`src/rtl/rs_dispatch_pkg.sv`:
```
// rtl/rs_dispatch_pkg.sv - shared types and helpers for the RS encoder line dispatcher
//
// Purpose: dispatcher FSM state encoding, the default unit index width and an
//          index-width helper used to size counters from module parameters.
// Ports:   none (package).

package rs_dispatch_pkg;

   typedef enum logic {
      IDLE = 1'b0,
      RUN  = 1'b1
   } state_e;

   localparam int DEF_NUM_RS_UNITS = 16;
   localparam int UNIT_W           = $clog2(DEF_NUM_RS_UNITS);

   // Index width for a counter over n values; never narrower than one bit.
   function automatic int idx_w(input int n);
      return (n > 1) ? $clog2(n) : 1;
   endfunction

endpackage

```
`src/rtl/rs_encoder_line_dispatch.sv`:
```
// rtl/rs_encoder_line_dispatch.sv - round-robin block dispatcher feeding an array of RS encoder units
//
// Purpose: splits an in-order line stream into blocks of NUM_LINES lines and
//          hands each block to the next encoder unit in strict rotation, so a
//          downstream reducer visiting units in the same order restores the stream.
// Ports:
//   clk, rst                        clock, synchronous active-high reset
//   dispatch_en                     level enable, honoured on block boundaries only
//   src_dispatch_line_val/_line/_line_last, dispatch_src_line_rdy
//                                   input line stream with handshake
//   dispatch_encoder_line_vals      one-hot valid towards the selected unit
//   dispatch_encoder_line           line data broadcast to all units
//   encoder_dispatch_line_rdys      per-unit ready
//   dispatch_framing_err            sticky: last flag disagreed with line count
//   dispatch_blocks_sent            number of fully accepted blocks (mod 2^32)
//   dispatch_idle                   FSM idle and output register empty

module rs_encoder_line_dispatch
   import rs_dispatch_pkg::*;
#(
   parameter int NUM_RS_UNITS = 16,
   parameter int DATA_W       = -1,
   parameter int NUM_LINES    = -1,
   // Clamped copies keep the unconfigured defaults elaboratable.
   localparam int DW          = (DATA_W > 0) ? DATA_W : 1,
   localparam int NL          = (NUM_LINES > 0) ? NUM_LINES : 1
) (
   input  logic                    clk,
   input  logic                    rst,
   input  logic                    dispatch_en,
   input  logic                    src_dispatch_line_val,
   input  logic [DW-1:0]           src_dispatch_line,
   input  logic                    src_dispatch_line_last,
   output logic                    dispatch_src_line_rdy,
   output logic [NUM_RS_UNITS-1:0] dispatch_encoder_line_vals,
   output logic [DW-1:0]           dispatch_encoder_line,
   input  logic [NUM_RS_UNITS-1:0] encoder_dispatch_line_rdys,
   output logic                    dispatch_framing_err,
   output logic [31:0]             dispatch_blocks_sent,
   output logic                    dispatch_idle
);

   localparam int UW   = idx_w(NUM_RS_UNITS);
   localparam int LC_W = idx_w(NL);
   localparam logic [LC_W-1:0] LAST_LINE = LC_W'(NL - 1);

   typedef struct packed {
      logic [DW-1:0] data;
      logic [UW-1:0] unit;
   } out_reg_t;

   state_e            state_q;
   out_reg_t          out_q,        out_d;
   logic              valid_q,      valid_d;
   logic [LC_W-1:0]   line_cnt_q,   line_cnt_d;
   logic [UW-1:0]     unit_sel_q,   unit_sel_d;
   logic [31:0]       blocks_q,     blocks_d;
   logic              err_q,        err_d;

   logic              in_hs;
   logic              out_hs;
   logic              at_last_line;
   logic              block_done;

   // Only the ready of the unit currently addressed matters.
   assign out_hs       = valid_q & encoder_dispatch_line_rdys[out_q.unit];
   assign dispatch_src_line_rdy = (state_q == RUN) & (~valid_q | out_hs);
   assign in_hs        = src_dispatch_line_val & dispatch_src_line_rdy;
   assign at_last_line = (line_cnt_q == LAST_LINE);
   assign block_done   = in_hs & at_last_line;

   always_comb begin
      out_d      = out_q;
      valid_d    = valid_q;
      line_cnt_d = line_cnt_q;
      unit_sel_d = unit_sel_q;
      blocks_d   = blocks_q;
      err_d      = err_q;

      if (in_hs) begin
         // Load and unload may coincide; the reload wins so streaming has no bubble.
         out_d.data = src_dispatch_line;
         out_d.unit = unit_sel_q;
         valid_d    = 1'b1;
         // Framing is checked but never steers routing; line count alone does.
         if (src_dispatch_line_last != at_last_line) begin
            err_d = 1'b1;
         end
         if (at_last_line) begin
            line_cnt_d = '0;
            unit_sel_d = unit_sel_q + UW'(1);
            blocks_d   = blocks_q + 32'd1;
         end else begin
            line_cnt_d = line_cnt_q + LC_W'(1);
         end
      end else if (out_hs) begin
         valid_d = 1'b0;
      end
   end

   always_ff @(posedge clk) begin
      if (rst) begin
         state_q    <= IDLE;
         out_q      <= '0;
         valid_q    <= 1'b0;
         line_cnt_q <= '0;
         unit_sel_q <= '0;
         blocks_q   <= '0;
         err_q      <= 1'b0;
      end else begin
         case (state_q)
            IDLE: begin
               if (dispatch_en) begin
                  state_q <= RUN;
               end
            end
            RUN: begin
               // Disable only takes effect on a block boundary: either the
               // closing line of a block is accepted now, or nothing of a new
               // block has been accepted yet.
               if (!dispatch_en && (block_done || (line_cnt_q == '0 && !in_hs))) begin
                  state_q <= IDLE;
               end
            end
            default: state_q <= IDLE;
         endcase
         out_q      <= out_d;
         valid_q    <= valid_d;
         line_cnt_q <= line_cnt_d;
         unit_sel_q <= unit_sel_d;
         blocks_q   <= blocks_d;
         err_q      <= err_d;
      end
   end

   assign dispatch_encoder_line_vals =
      valid_q ? ({{(NUM_RS_UNITS-1){1'b0}}, 1'b1} << out_q.unit) : '0;
   assign dispatch_encoder_line = out_q.data;
   assign dispatch_framing_err  = err_q;
   assign dispatch_blocks_sent  = blocks_q;
   assign dispatch_idle         = (state_q == IDLE) & ~valid_q;

endmodule
```
`config.mk`:
```
export PLATFORM = sky130hd
export DESIGN_NAME = rs_encoder_line_dispatch
export DESIGN_NICKNAME = d
export VERILOG_FILES = /design/src/rtl/rs_dispatch_pkg.sv /design/src/rtl/rs_encoder_line_dispatch.sv
export SDC_FILE = /design/constraint.sdc
export NUM_CORES = 1
export LEC_CHECK = 0
export BUFFER_PORTS_ARGS = -buffer_cell sky130_fd_sc_hd__buf_2
export CORE_UTILIZATION = 39
export CTS_CLUSTER_SIZE = 24
export DETAILED_ROUTE_END_ITERATION = 8
export PLACE_DENSITY = 0.64
export SYNTH_ARGS = -nofsm -noshare
export SYNTH_HDL_FRONTEND = slang
export SYNTH_SLANG_ARGS = --single-unit
```
`constraint.sdc`:
```
create_clock -name clk -period 2.6 [get_ports clk]
set_clock_uncertainty 0.2 [all_clocks]
set_input_delay 0 -clock clk [delete_from_list [all_inputs] [get_ports clk]]
set_output_delay 0 -clock clk [all_outputs]
set_load 0.01 [all_outputs]
```
==> impl.org <==
** Run status
- The run finished with clean final reports.

** Clocking
- For the worst-skew pair, the clock arrives at the later sink with an insertion delay of approximately 0.30 ns.
- Clock root buffer master :: sky130_fd_sc_hd__clkbuf_8
- Register clock-pin slew on the reported worst setup and hold paths :: around 0.09 ns
- TritonCTS built the clock tree.
- Number of clock buffers inserted by TritonCTS :: 5
- Clock sink count :: 44
- Maximum root-to-sink buffer count :: 2
- The clock tree synthesis step divided the H-tree into 2 levels.

** STA
- Summed over all failing endpoints, the final setup total negative slack is 0 ns.
- In the finished design, the share of the clock period the worst path needs comes to 0.9271.
- Peak Freq :: roughly 410 MHz
- Rel. slew slack :: 0.5936
- Final Critical Period :: 2.410 ns
- The final hold violation count is 0.
- Setup repair after global routing left no endpoint under its margin.
- At the pin with the least slew margin, the transition time is 0.6096 ns.
- Setup violations remaining at the end of the flow were counted as 0.
- The max-slew violation count came to 0.

** Critical path
- Origin of the critical flop-to-flop path :: out_q[2]$_SDFFE_PP0P_
- STA classifies the critical path endpoint as a flop.
- The worst register-to-register path has a setup slack of between 0.15 and 0.2 ns.
- Critical Path Start Type :: flop
- Setup CP Type :: reg -> reg
- For the worst flop-to-flop path, the logic depth is 7.
- The worst register-to-register path ends at dispatch_blocks_sent[28]$_SDFFE_PP0P_.
- Critical path fanouts, max :: 30
- For the worst setup path, the data required time is 2.60 ns.
- At the worst endpoint, the arrival time is around 2.4 ns.

** Layout
- Number of antenna diodes :: 0
- Final design area excluding fillers :: roughly 3000 um2
- Of the cells placed in the final design, the portion with a size suffix greater than 1 is 0.3054.
- The layout has 570 filler cells.
- Syn-to-layout area delta :: 25.43%
- Fin nets :: just under 400

** Worst hold path
- Hold path endpoint :: dispatch_blocks_sent[20]$_SDFFE_PP0P_
- Startpoint of the worst hold path :: src_dispatch_line_val
- Along the worst hold path, the cell count comes to 5.
- The worst hold path belongs to the class in -> reg.

** Synth
- Sequential area share after synthesis :: 0.3631
- Number of flip-flops and latches in the synthesized netlist :: 44
- Area of the mapped netlist :: about 2400 um2
- Synth unique cells :: between 50 and 60
- The Yosys step of the flow raised 0 warnings.
- Averaged over all synthesized cells, the footprint is 8.453 um2.
- When the netlist entered floorplanning its net count stood at approximately 310.
- Gate Count Post-Synth :: about 290

** Routing
- Dividing the detail-routed wire length by the instance count gives between 10 and 15 um.
- Post-detailed-routing wire length :: 6010 um
- DRC violation count after routing :: 0
- Detailed Route Iter0 Violations :: 95
- Using the TritonRoute via totals, the vias-per-cell ratio works out to 5.391.
- Detailed-route via count :: approximately 2400
- First drt pass iteration count :: 4
- The count of nets left with antenna violations once routing finished came out at 0.

** Power and ir drop
- In this run the static leakage power is approximately 1.2 nW.
- Power density cells :: between 400 and 500 nW/um2
- Largest vdd supply drop :: about 0.00018 V

** Global route
- Number of antenna violations at the first check in global routing :: 0
- Number of global-route vias before repair :: approximately 2100
- Congestion Overflow GR :: 0
- Global-route wire length before repair :: roughly 9500 um
- Entering global routing, the biggest net connects 31 pins.
- Global-route usage over all layers :: 0.1861

** Die
- Die Span Y :: about 80 um
- The die is roughly 80 um wide.
- Top-level I/O count :: 74
- After floorplanning, the core was sized to cover 5956 um2.
- The floorplan step defined a die boundary enclosing 6540 um2.
- The initial utilization of the core area, before any placement, comes to 0.4074.
- Row count :: 28

** Placed design
- Detailed-placement wirelength estimate :: ~4300 um
- Routability-driven placement finished with a final weighted congestion of slightly above 0.8.
- After detailed placement, the total cell area comes to a little under 3000 um2.
- Port buffering added 73 buffers.

** Run
- # Max-Cap Violations :: 0
==> through the flow <==
stage | util | worst slack [ns] | total power, mW | instances | hold slack, ns
after global routing | 0.5109 | 0.01777 | 1.296 | 445 | 0.2005
after global placement | 0.4836 | 0.2425 | 0.7792 | 431 | 0.008592
after CTS | 0.5082 | 0.1418 | 1.251 | 444 | 0.1677
after detailed placement | 0.4836 | 0.1900 | 0.7805 | 431 | 0.01606
after floorplan | - | 0.4145 | 0.7497 | 287 | -0.07182
final | 0.5109 | 0.1896 | 1.233 | 445 | 0.1544
==> timing repair <==
action / in CTS / in global routing
endpoints found under the hold margin: 20 / 0
resized for setup: 0 / 1
hold buffers: 5 / 0
endpoints found under the setup margin: 0 / 5
buffers inserted: 0 / 1
==> final cells by class <==
| type | instances | area (um2) | area share |
|---|---|---|---|
| clock buffer | 6 | 82.58 | 0.02714 |
| clock inverter | 2 | 13.76 | 0.004523 |
| inverter | 14 | 52.55 | 0.01727 |
| multi-input combinational | 211 | 1379 | 0.4531 |
| sequential | 44 | 880.8 | 0.2895 |
| tap | 75 | 93.84 | 0.03084 |
| timing repair buffer | 93 | 540.5 | 0.1776 |
==> cells in the mapped netlist, drive strengths merged <==
cell type / n / area share
clkbuf: 7 / 0.011
nor2b: 2 / 0.0052
a2111oi: 1 / 0.0062
o211a: 1 / 0.0041
and3: 3 / 0.0077
nand2b: 2 / 0.0052
a21oi: 36 / 0.076
ha: 2 / 0.010
or4: 8 / 0.025
a21o: 2 / 0.0062
inv: 14 / 0.022
o41ai: 3 / 0.011
mux4: 2 / 0.019
a31oi: 2 / 0.014
nor3: 6 / 0.014
o31a: 1 / 0.0036
or2: 1 / 0.0026
o21ai: 6 / 0.014
nand2: 27 / 0.042
nor4: 2 / 0.0052
and4: 1 / 0.0036
mux2i: 5 / 0.021
dfxtp: 44 / 0.36
nor2: 27 / 0.043
a31o: 3 / 0.014
and2: 3 / 0.0077
nand3b: 10 / 0.031
mux2: 2 / 0.0093
nand4: 5 / 0.013
nand3: 16 / 0.033
buf: 11 / 0.040
o21ba: 1 / 0.0041
o31ai: 11 / 0.034
o2111a: 1 / 0.0046
nand4b: 2 / 0.0072
xnor2: 6 / 0.022
a211oi: 2 / 0.013
a2bb2oi: 1 / 0.0062
o211ai: 1 / 0.0031
nand4bb: 1 / 0.0046
a21bo: 3 / 0.012
or3: 3 / 0.0077
==> placed cells by master (no fill, tap or decap), types with 3 or more instances in the layout <==
master / count
sky130_fd_sc_hd__dfxtp_1: 44
sky130_fd_sc_hd__and3_1: 3
sky130_fd_sc_hd__mux2i_1: 5
sky130_fd_sc_hd__and2_1: 3
sky130_fd_sc_hd__dlygate4sd3_1: 5
sky130_fd_sc_hd__o31ai_1: 11
sky130_fd_sc_hd__buf_2: 73
sky130_fd_sc_hd__nand2_1: 27
sky130_fd_sc_hd__nor2_1: 26
sky130_fd_sc_hd__nand3b_1: 10
sky130_fd_sc_hd__or4_1: 8
sky130_fd_sc_hd__a21oi_1: 35
sky130_fd_sc_hd__inv_1: 14
sky130_fd_sc_hd__nand4_1: 5
sky130_fd_sc_hd__o21ai_0: 4
sky130_fd_sc_hd__buf_4: 14
sky130_fd_sc_hd__clkbuf_8: 6
sky130_fd_sc_hd__or3_1: 3
sky130_fd_sc_hd__xnor2_1: 6
sky130_fd_sc_hd__o41ai_1: 3
sky130_fd_sc_hd__nand3_1: 16
sky130_fd_sc_hd__nor3_1: 5
==> sequential cells by signal (all words and copies together), names as in the netlist <==
| signal | count |
|---|---|
| dispatch_framing_err | 1 |
| dispatch_encoder_line | 1 |
| dispatch_blocks_sent | 32 |
| unit_sel_q | 4 |
| valid_q | 1 |
| out_q | 4 |
| state_q | 1 |
==> power by group <==
part / internal (mW) / leakage, nW / switching, mW
clock network: 0.217 / 0.0516 / 0.246
logic: 0.0382 / 0.762 / 0.0484
registers: 0.678 / 0.355 / 0.00532
==> cell families after synthesis <==
family	Yosys count	synth area share
compound gates	75	0.2269
xor+xnor	6	0.02166
fa+ha+maj	2	0.01031
buf+inv	32	0.07220
flops	44	0.3631
mux	9	0.04848
simple gates	119	0.2574
==> worst max path at each step <==
stage                                from                                    end
finish              out_q[2]$_SDFFE_PP0P_  dispatch_blocks_sent[28]$_SDFFE_PP0P_
global route        out_q[1]$_SDFFE_PP0P_  dispatch_blocks_sent[28]$_SDFFE_PP0P_
CTS                 out_q[2]$_SDFFE_PP0P_                  dispatch_src_line_rdy
detailed placement  out_q[1]$_SDFFE_PP0P_  dispatch_blocks_sent[28]$_SDFFE_PP0P_
global placement    out_q[1]$_SDFFE_PP0P_  dispatch_blocks_sent[28]$_SDFFE_PP0P_
floorplan           out_q[1]$_SDFFE_PP0P_  dispatch_blocks_sent[28]$_SDFFE_PP0P_
==> routing by layer <==
metal  wire (um)  global-route usage  vias up  share of wire
li1            -                   -     1200              -
met1        2826              0.2423     1126           0.47
met2        2812              0.3084       66           0.47
met3         312             0.03708        7          0.052
met4          58             0.05714        0         0.0097
met5           0                   0        -              0
==> worst max-delay path, cell delays in order (launching register included) <==
cell and delay, ns:
sky130_fd_sc_hd__dfxtp_1 0.54, sky130_fd_sc_hd__mux2_1 0.21, sky130_fd_sc_hd__a2bb2oi_2 0.25, sky130_fd_sc_hd__a31o_4 0.21
sky130_fd_sc_hd__o21ai_2 0.08, sky130_fd_sc_hd__buf_12 0.17, sky130_fd_sc_hd__nor4_1 0.29, sky130_fd_sc_hd__mux2_2 0.36
(Power assumes the default switching activity.)
